## src/rtl/axil_pkg.sv

```systemverilog
// Shared AXI4-Lite definitions for the register slave and the AXI-Lite master side.
// Holds bus widths, response encodings and a register-index range check.
package axil_pkg;

  localparam int unsigned DATA_W = 32;
  localparam int unsigned STRB_W = 4;
  localparam int unsigned ADDR_W = 32;

  localparam logic [1:0] RESP_OKAY   = 2'b00;
  localparam logic [1:0] RESP_SLVERR = 2'b10;

  // Word index is addr[31:2]; the low two byte-offset bits never select a register.
  function automatic logic addr_in_range(logic [ADDR_W-1:0] addr, int unsigned num_regs);
    return ({2'b00, addr[ADDR_W-1:2]} < num_regs);
  endfunction

endpackage

```

## src/rtl/axil_reg_bank.sv

```systemverilog
// Bank of NumRegs 32-bit registers with one byte-strobed write port and one
// combinational read port.
// Ports:
//   clk_i, rst_ni : clock, synchronous active-low reset (all registers -> ResetVal)
//   we_i, waddr_i, wdata_i, wstrb_i : write port, byte i written iff wstrb_i[i]
//   raddr_i, rdata_o : read port, shows the current (pre-write) register value
//   regs_o : all registers flattened, register k on bits [32k+31:32k]
module axil_reg_bank
  import axil_pkg::*;
#(
  parameter int unsigned       NumRegs  = 8,
  parameter logic [DATA_W-1:0] ResetVal = '0,
  parameter int unsigned       IdxW     = (NumRegs > 1) ? $clog2(NumRegs) : 1
) (
  input  logic                      clk_i,
  input  logic                      rst_ni,
  input  logic                      we_i,
  input  logic [IdxW-1:0]           waddr_i,
  input  logic [DATA_W-1:0]         wdata_i,
  input  logic [STRB_W-1:0]         wstrb_i,
  input  logic [IdxW-1:0]           raddr_i,
  output logic [DATA_W-1:0]         rdata_o,
  output logic [DATA_W*NumRegs-1:0] regs_o
);

  logic [DATA_W-1:0] regs_q [NumRegs];

  always_ff @(posedge clk_i) begin
    if (!rst_ni) begin
      for (int k = 0; k < NumRegs; k++) begin
        regs_q[k] <= ResetVal;
      end
    end else if (we_i) begin
      for (int b = 0; b < STRB_W; b++) begin
        if (wstrb_i[b]) begin
          regs_q[waddr_i][8*b +: 8] <= wdata_i[8*b +: 8];
        end
      end
    end
  end

  always_comb begin
    rdata_o = regs_q[raddr_i];
  end

  always_comb begin
    regs_o = '0;
    for (int k = 0; k < NumRegs; k++) begin
      regs_o[DATA_W*k +: DATA_W] = regs_q[k];
    end
  end

endmodule

```

## src/rtl/axil_slave_regs.sv

```systemverilog
// AXI4-Lite slave exposing NUM_REGS 32-bit read/write registers.
// One outstanding write and one outstanding read; the two paths are independent.
// Ports:
//   aclk, aresetn        : clock, synchronous active-low reset
//   s_axi_aw*/w*/b*      : write address, write data and write response channels
//   s_axi_ar*/r*         : read address and read data channels
//   regs_o               : register k on bits [32k+31:32k]
//   wr_stb_o             : one-cycle pulse on bit k when register k is written
// All outputs come straight from flops, so no valid/ready input reaches an output
// combinationally.
module axil_slave_regs
  import axil_pkg::*;
#(
  parameter int unsigned       NUM_REGS  = 8,
  parameter logic [DATA_W-1:0] RESET_VAL = 32'h0000_0000
) (
  input  logic                       aclk,
  input  logic                       aresetn,
  input  logic [ADDR_W-1:0]          s_axi_awaddr,
  input  logic [2:0]                 s_axi_awprot,
  input  logic                       s_axi_awvalid,
  output logic                       s_axi_awready,
  input  logic [DATA_W-1:0]          s_axi_wdata,
  input  logic [STRB_W-1:0]          s_axi_wstrb,
  input  logic                       s_axi_wvalid,
  output logic                       s_axi_wready,
  output logic [1:0]                 s_axi_bresp,
  output logic                       s_axi_bvalid,
  input  logic                       s_axi_bready,
  input  logic [ADDR_W-1:0]          s_axi_araddr,
  input  logic [2:0]                 s_axi_arprot,
  input  logic                       s_axi_arvalid,
  output logic                       s_axi_arready,
  output logic [DATA_W-1:0]          s_axi_rdata,
  output logic [1:0]                 s_axi_rresp,
  output logic                       s_axi_rvalid,
  input  logic                       s_axi_rready,
  output logic [DATA_W*NUM_REGS-1:0] regs_o,
  output logic [NUM_REGS-1:0]        wr_stb_o
);

  localparam int unsigned IdxW = (NUM_REGS > 1) ? $clog2(NUM_REGS) : 1;

  // Holds readies low for the first cycle after reset release.
  logic rdy_q;

  logic              aw_held_q, aw_held_d;
  logic [ADDR_W-1:0] awaddr_q, awaddr_d;
  logic              w_held_q, w_held_d;
  logic [DATA_W-1:0] wdata_q, wdata_d;
  logic [STRB_W-1:0] wstrb_q, wstrb_d;
  logic              bvalid_q, bvalid_d;
  logic [1:0]        bresp_q, bresp_d;
  logic [NUM_REGS-1:0] wr_stb_q, wr_stb_d;

  logic              rvalid_q, rvalid_d;
  logic [1:0]        rresp_q, rresp_d;
  logic [DATA_W-1:0] rdata_q, rdata_d;

  logic              aw_hs, w_hs, ar_hs;
  logic              commit, wr_in_range, rd_in_range, bank_we;
  logic [ADDR_W-1:0] wr_addr;
  logic [DATA_W-1:0] wr_data;
  logic [STRB_W-1:0] wr_strb;
  logic [IdxW-1:0]   wr_idx, rd_idx;
  logic [DATA_W-1:0] bank_rdata;

  always_comb begin
    s_axi_awready = rdy_q & ~aw_held_q & ~bvalid_q;
    s_axi_wready  = rdy_q & ~w_held_q & ~bvalid_q;
    s_axi_arready = rdy_q & ~rvalid_q;
    s_axi_bvalid  = bvalid_q;
    s_axi_bresp   = bresp_q;
    s_axi_rvalid  = rvalid_q;
    s_axi_rresp   = rresp_q;
    s_axi_rdata   = rdata_q;
    wr_stb_o      = wr_stb_q;
  end

  always_comb begin
    aw_hs = s_axi_awvalid & s_axi_awready;
    w_hs  = s_axi_wvalid & s_axi_wready;
    ar_hs = s_axi_arvalid & s_axi_arready;

    // A channel completing this cycle is used directly so commit needs no extra cycle.
    wr_addr = aw_held_q ? awaddr_q : s_axi_awaddr;
    wr_data = w_held_q ? wdata_q : s_axi_wdata;
    wr_strb = w_held_q ? wstrb_q : s_axi_wstrb;

    commit      = (aw_held_q | aw_hs) & (w_held_q | w_hs) & ~bvalid_q;
    wr_in_range = addr_in_range(wr_addr, NUM_REGS);
    rd_in_range = addr_in_range(s_axi_araddr, NUM_REGS);
    wr_idx      = wr_addr[IdxW+1:2];
    rd_idx      = s_axi_araddr[IdxW+1:2];
    bank_we     = commit & wr_in_range;
  end

  always_comb begin
    aw_held_d = aw_held_q;
    awaddr_d  = awaddr_q;
    w_held_d  = w_held_q;
    wdata_d   = wdata_q;
    wstrb_d   = wstrb_q;
    bvalid_d  = bvalid_q;
    bresp_d   = bresp_q;
    wr_stb_d  = '0;

    if (aw_hs) begin
      aw_held_d = 1'b1;
      awaddr_d  = s_axi_awaddr;
    end
    if (w_hs) begin
      w_held_d = 1'b1;
      wdata_d  = s_axi_wdata;
      wstrb_d  = s_axi_wstrb;
    end

    if (commit) begin
      bvalid_d = 1'b1;
      bresp_d  = wr_in_range ? RESP_OKAY : RESP_SLVERR;
      if (wr_in_range) begin
        wr_stb_d[wr_idx] = 1'b1;
      end
    end else if (bvalid_q && s_axi_bready) begin
      // Response accepted: free both holding slots for the next write.
      bvalid_d  = 1'b0;
      aw_held_d = 1'b0;
      w_held_d  = 1'b0;
    end
  end

  always_comb begin
    rvalid_d = rvalid_q;
    rresp_d  = rresp_q;
    rdata_d  = rdata_q;
    if (ar_hs) begin
      rvalid_d = 1'b1;
      rresp_d  = rd_in_range ? RESP_OKAY : RESP_SLVERR;
      rdata_d  = rd_in_range ? bank_rdata : '0;
    end else if (rvalid_q && s_axi_rready) begin
      rvalid_d = 1'b0;
    end
  end

  always_ff @(posedge aclk) begin
    if (!aresetn) begin
      rdy_q     <= 1'b0;
      aw_held_q <= 1'b0;
      awaddr_q  <= '0;
      w_held_q  <= 1'b0;
      wdata_q   <= '0;
      wstrb_q   <= '0;
      bvalid_q  <= 1'b0;
      bresp_q   <= RESP_OKAY;
      wr_stb_q  <= '0;
      rvalid_q  <= 1'b0;
      rresp_q   <= RESP_OKAY;
      rdata_q   <= '0;
    end else begin
      rdy_q     <= 1'b1;
      aw_held_q <= aw_held_d;
      awaddr_q  <= awaddr_d;
      w_held_q  <= w_held_d;
      wdata_q   <= wdata_d;
      wstrb_q   <= wstrb_d;
      bvalid_q  <= bvalid_d;
      bresp_q   <= bresp_d;
      wr_stb_q  <= wr_stb_d;
      rvalid_q  <= rvalid_d;
      rresp_q   <= rresp_d;
      rdata_q   <= rdata_d;
    end
  end

  // Read port sees the pre-write value when a read and a commit share a cycle.
  axil_reg_bank #(
    .NumRegs  (NUM_REGS),
    .ResetVal (RESET_VAL),
    .IdxW     (IdxW)
  ) u_bank (
    .clk_i   (aclk),
    .rst_ni  (aresetn),
    .we_i    (bank_we),
    .waddr_i (wr_idx),
    .wdata_i (wr_data),
    .wstrb_i (wr_strb),
    .raddr_i (rd_idx),
    .rdata_o (bank_rdata),
    .regs_o  (regs_o)
  );

  // Protection bits and byte offsets carry no meaning for this register bank.
  logic unused_ok;
  assign unused_ok = ^{s_axi_awprot, s_axi_arprot, wr_addr[1:0], s_axi_araddr[1:0]};

endmodule

```

## config.mk

```make
export PLATFORM = sky130hd
export DESIGN_NAME = axil_slave_regs
export DESIGN_NICKNAME = d
export VERILOG_FILES = /design/src/rtl/axil_pkg.sv /design/src/rtl/axil_reg_bank.sv /design/src/rtl/axil_slave_regs.sv
export SDC_FILE = /design/constraint.sdc
export NUM_CORES = 1
export LEC_CHECK = 0
export ABC_AREA = 1
export CAP_MARGIN = 20
export CORE_MARGIN = 8
export CORE_UTILIZATION = 40
export CTS_CLUSTER_SIZE = 16
export DETAILED_ROUTE_END_ITERATION = 8
export HOLD_SLACK_MARGIN = 0.03
export PLACE_DENSITY_LB_ADDON = 0.12
export SLEW_MARGIN = 20
export SYNTH_ARGS = -nofsm -noshare
export SYNTH_HDL_FRONTEND = slang
export SYNTH_SLANG_ARGS = --single-unit
```

## constraint.sdc

```tcl
create_clock -name aclk -period 3.8 [get_ports aclk]
set_clock_uncertainty 0.1 [all_clocks]
set_input_delay 0.38 -clock aclk [delete_from_list [all_inputs] [get_ports aclk]]
set_output_delay 0.38 -clock aclk [all_outputs]
set_load 0.05 [all_outputs]
```

======== Yosys cells after proc, flatten, opt, wreduce, memory -nomap -nowiden ========
Memory sizes are Yosys's and may differ from the RTL's.
Index checks and enable logic that the tools add are counted.
cells by class
  order comparisons ....................... 4
  muxes and demuxes ....................... 39
  reduce and logical (&&, ||, !) cells .... 7
  bitwise logic cells ..................... 17
operators by type and width
  kind                                                                   number
  32-bit two-way mux                                                     4
  30-bit by 4-bit < comparator with 1-bit output, second input constant  2
  32-bit OR reduction                                                    1
  1-bit two-way mux                                                      29
  1-bit bitwise AND                                                      11
  4-bit two-way mux                                                      2
  3-bit by 4-bit < comparator with 1-bit output, second input constant   1
  2-bit two-way mux                                                      2
  1-bit NOT                                                              4
  2-bit nonzero test                                                     2
  1-bit demux with 3-bit select                                          1
  3-bit by 1-bit >= comparator with 1-bit output, second input constant  1
  1-bit logical AND                                                      3
  3-bit two-way mux                                                      1
  3-bit AND reduction                                                    1
  1-bit OR                                                               2
storage, ports and cells
  memories kept ........................... 1
  output and inout bits ................... 305
  input port bits ......................... 113
  RAM bits ................................ 256
  register bits ........................... 117
memory list
  memory         words  width  read ports  clocked after Yosys merged registers in  wr ports  line                 source
  u_bank.regs_q  8      32     9           0                                        8         axil_reg_bank.sv:26  logic [DATA_W-1:0] regs_q [NumRegs];

======== Depth between registers and ports, before layout ========
  depth after elaboration ................. 13
  mapped depth ............................ 12
  gate-level depth less buffers ........... 10

======== Modules after synthesis ========
From an unflattened synthesis, not the netlist that was laid out.
unflattened totals
  cells, all modules ...................... 2227
  area, all modules ....................... 17586.9 um^2
by module, submodules not included
  module           area an instance (um^2)  instances  cells an instance  seq. area each (um^2)
  axil_reg_bank    12567.1                  1          1483               7687.4
  axil_slave_regs  5019.8                   1          744                2262.2

======== Worst setup path after synthesis ========
OpenSTA, ideal clock, no wires.
  path type ............................... register to register
  start point ............................. register bvalid_q (netlist: s_axi_bvalid)
  end point ............................... register awaddr_q[20]
  buffers on the path ..................... 1
  data required time ...................... 3.635 ns
  arrival ................................. 2.143 ns
  path slack .............................. 1.492 ns
  setup time .............................. 0.065 ns
  cell stages (with the launch flop) ...... 9
  period minus slack after synthesis ...... 2.308 ns
  cell sequence ........................... dfxtp_1 inv_2 nand2_1 nor2_1 nand2_1 inv_1 clkbuf_1 nor2_1 nor2_1
between the ends
  cells in the longest elaborated chain, start to end .. 3
RTL lines
  item                      line                    source
  start: declaration        axil_slave_regs.sv:52   logic bvalid_q, bvalid_d;
  start signal: assignment  axil_slave_regs.sv:166  bvalid_q <= bvalid_d;
  1-bit NOT                 axil_slave_regs.sv:69   s_axi_awready = rdy_q & ~aw_held_q & ~bvalid_q;
  1-bit bitwise AND         axil_slave_regs.sv:69
  named net s_axi_awready   axil_slave_regs.sv:22   output logic s_axi_awready,
  1-bit bitwise AND         axil_slave_regs.sv:81   aw_hs = s_axi_awvalid & s_axi_awready;
  end signal: assignment    axil_slave_regs.sv:162  awaddr_q <= awaddr_d;
  end: declaration          axil_slave_regs.sv:48   logic [ADDR_W-1:0] awaddr_q, awaddr_d;
The timed path passes the listed nets, and every way through them passes these cells.
A chain may end at the register's enable or synchronous reset.

==> metrics <==
nets 2241; initial antenna violation count 3; Row Count 74; final setup fails 0; top_reg_cell synth edfxtp_1; Hold Fails Final Rpt 0; fin crit period 2.84 ns; Slew HR 0.247; status finished, final reports clean; maximum clock rate 0.352 GHz; top post-synthesis cells by area edfxtp_1 46%, dfxtp_1 14%, nor2_1 11%; fraction of layout cells with a size suffix above 1 0.0686; Netlist Area Pre-Place 16600 µm²; GRT Util Overall 0.229; register area share after synthesis 0.600; DR pass1 iterations 6; Die Wd 220 µm; share of total power in the clock network 0.388; Pwr Density 441 nW/µm²; Yosys reg bits 369; Arr. time, crit path 2.92 ns; wire length per cell 21.4 µm; Worst setup SP type flop; Hold/Removal Path Class in -> reg; Flop pwr share 0.461; vias in the first global route 13174; largest net degree at the start of global routing 129; Max Cap Violations 0; Core Box Area 40900 µm²; Bufs on Longest Clock Path 3; routed wire length 57700 µm; drt drc 0; Synth cell types 37; top-area cell type share of the netlist area 0.463; switching portion of total power 0.274; filler instances 3697; P_leak 8.66 nW; design area 22400 µm²; FF+latch area 9950 µm²; DP HPWL 43200 µm; crit path max fanout 11; YS warnings 0; Synth area leader edfxtp_1; Mapped Cells 1751; final RePlAce weighted congestion 0.843; multi-input logic area 6130 µm²; number of DRC markers in iteration 0 1302; root buffer selected by CTS clkbuf_16; syn_area_per_cell 9.48 µm²; peak supply drop 0.000291 V; die area 48300 µm²; initial core utilization 0.406; Port-buffer cells 405; clk_lat worst skew 0.53 ns; H-tree depth 2; CTS tree yes; cts bufs inserted 40; Sinks on Clock Net 369; Layout area overhead 35.1%; WP data required 3.88 ns; kind of critical path reg -> reg; # hold bufs at CTS 0; Slew Limit Fails 0; Power Total 9.89 mW; RSZ-0062 raised after global routing false; global-route wire length before repair 83800 µm; ys async rst share 0; Post-CTS Resized 0; clock slew at reported path FFs 0.06 ns; total net switching power 2.70 mW; CP endpoint kind flop; vias 13857; global route overflow 0; post-CTS setup buffers 0; Die Y 220 µm; final worst path period share 0.747; Area after DPL 21100 µm²; EDFF count, synth 256; worst slew pin tran 1.10 ns; P_int 7.18 mW; I/O Pins 418; Combinational Power Share 0.151; Final ANT Viol Nets 0; setup_tns 0 ns; Via-to-Cell Ratio 5.14
[critical path, cell delays in order (launching register included)]
cell	delay [ns]
dfxtp_1	0.66
inv_6	0.09
nor2_1	0.12
nand4_1	0.10
nand2_1	0.08
nand2_1	0.12
nor2_8	0.40
buf_12	0.23
nand4_4	0.17
nand2_1	0.39
[cell usage in the layout (no fill, tap or decap), types with 2 or more instances in the layout]
cell,n
nand3_2,2
or2_1,4
nand4_4,32
dfxtp_1,112
buf_2,2
bufinv_16,3
a21oi_1,51
nor2_1,475
inv_1,13
clkdlybuf4s50_1,401
clkinv_1,7
buf_12,5
conb_1,2
mux2i_1,32
inv_6,3
nand2_2,8
nand4_1,3
diode_2,3
o21ai_0,83
or2_0,2
buf_4,20
inv_2,4
nor3_1,10
edfxtp_1,256
nor2_4,6
nand2_1,383
clkbuf_1,14
clkinv_2,4
nand3_1,160
o21ai_2,3
clkbuf_16,43
nor2_8,5
[area by class of cell]
type	instances	share of cell area
clock buffers	58	0.0509
multi-input cells	1268	0.274
flip-flops and latches	369	0.444
well taps	532	0.0297
inverters	21	0.00441
diodes	3	0.000335
clock inverters	15	0.00670
repair buffers	428	0.191
[flip-flops by register name, summed over array words and instances, names as in the netlist]
signal / count
s_axi_bresp: 1
wstrb_q: 4
s_axi_bvalid: 1
awaddr_q: 30
wr_stb_o: 8
s_axi_rvalid: 1
aw_held_q: 1
rdy_q: 1
u_bank.regs_q: 256
w_held_q: 1
s_axi_rdata: 32
s_axi_rresp: 1
wdata_q: 32
[per-layer routing]
metal | track usage | share of wire | wire, µm
met1 | 0.291 | 0.40 | 23200
met5 | 0 | 0.00023 | 13
met2 | 0.384 | 0.48 | 27700
met4 | 0.0667 | 0.025 | 1470
met3 | 0.0565 | 0.092 | 5300
[kinds of logic after synthesis]
| group | after synthesis | share of synthesized area |
|---|---|---|
| mux | 32 | 0.0193 |
| simple gates | 1095 | 0.306 |
| buf+inv | 115 | 0.0319 |
| flops | 369 | 0.600 |
| other cells | 1 | 0.000226 |
| compound gates | 139 | 0.0434 |
[synthesized netlist by cell type (5+ instances only)]
cell,n
a21oi_1,51
buf_1,17
clkbuf_1,63
dfxtp_1,113
edfxtp_1,256
inv_1,14
mux2i_1,32
nand2_1,383
nand2_2,8
nand3_1,161
nand4_4,32
nor2_1,476
nor2_4,5
nor2_8,5
nor3_1,10
o21ai_0,83
[final timing paths]
check | start | to | slack (ns) | depth (start not counted)
worst min-delay path | aresetn | rdy_q | 0.08 | 1
worst max-delay path | aw_held_q | u_bank.regs_q[4][23] | 0.96 | 9
worst max register to register | aw_held_q | u_bank.regs_q[4][23] | 0.96 | 9
worst min register to register | s_axi_rdata[23] | s_axi_rdata[23] | 0.36 | 2
[power by group through the flow]
stage / combinational [mW] / clock [mW] / sequential, mW
floorplan: 0.593 / 0 / 4.95
global placement: 1.48 / 0 / 4.64
detailed placement: 1.50 / 0 / 4.64
CTS: 1.50 / 3.91 / 4.56
global route: 1.59 / 4.07 / 4.57
finish: 1.49 / 3.84 / 4.55
[per-stage QoR]
stage | setup WS [ns] | std cells | hold slack [ns] | utilization
floorplan | 1.49 | 1752 | 0.308 | -
global placement | 0.727 | 2618 | 0.353 | 0.516
detailed placement | 0.639 | 2618 | 0.355 | 0.516
CTS | 0.930 | 2691 | 0.0675 | 0.548
global route | 0.797 | 2692 | 0.0774 | 0.548
finish | 0.960 | 2694 | 0.0798 | 0.548
Power figures use the tool's default switching activity.
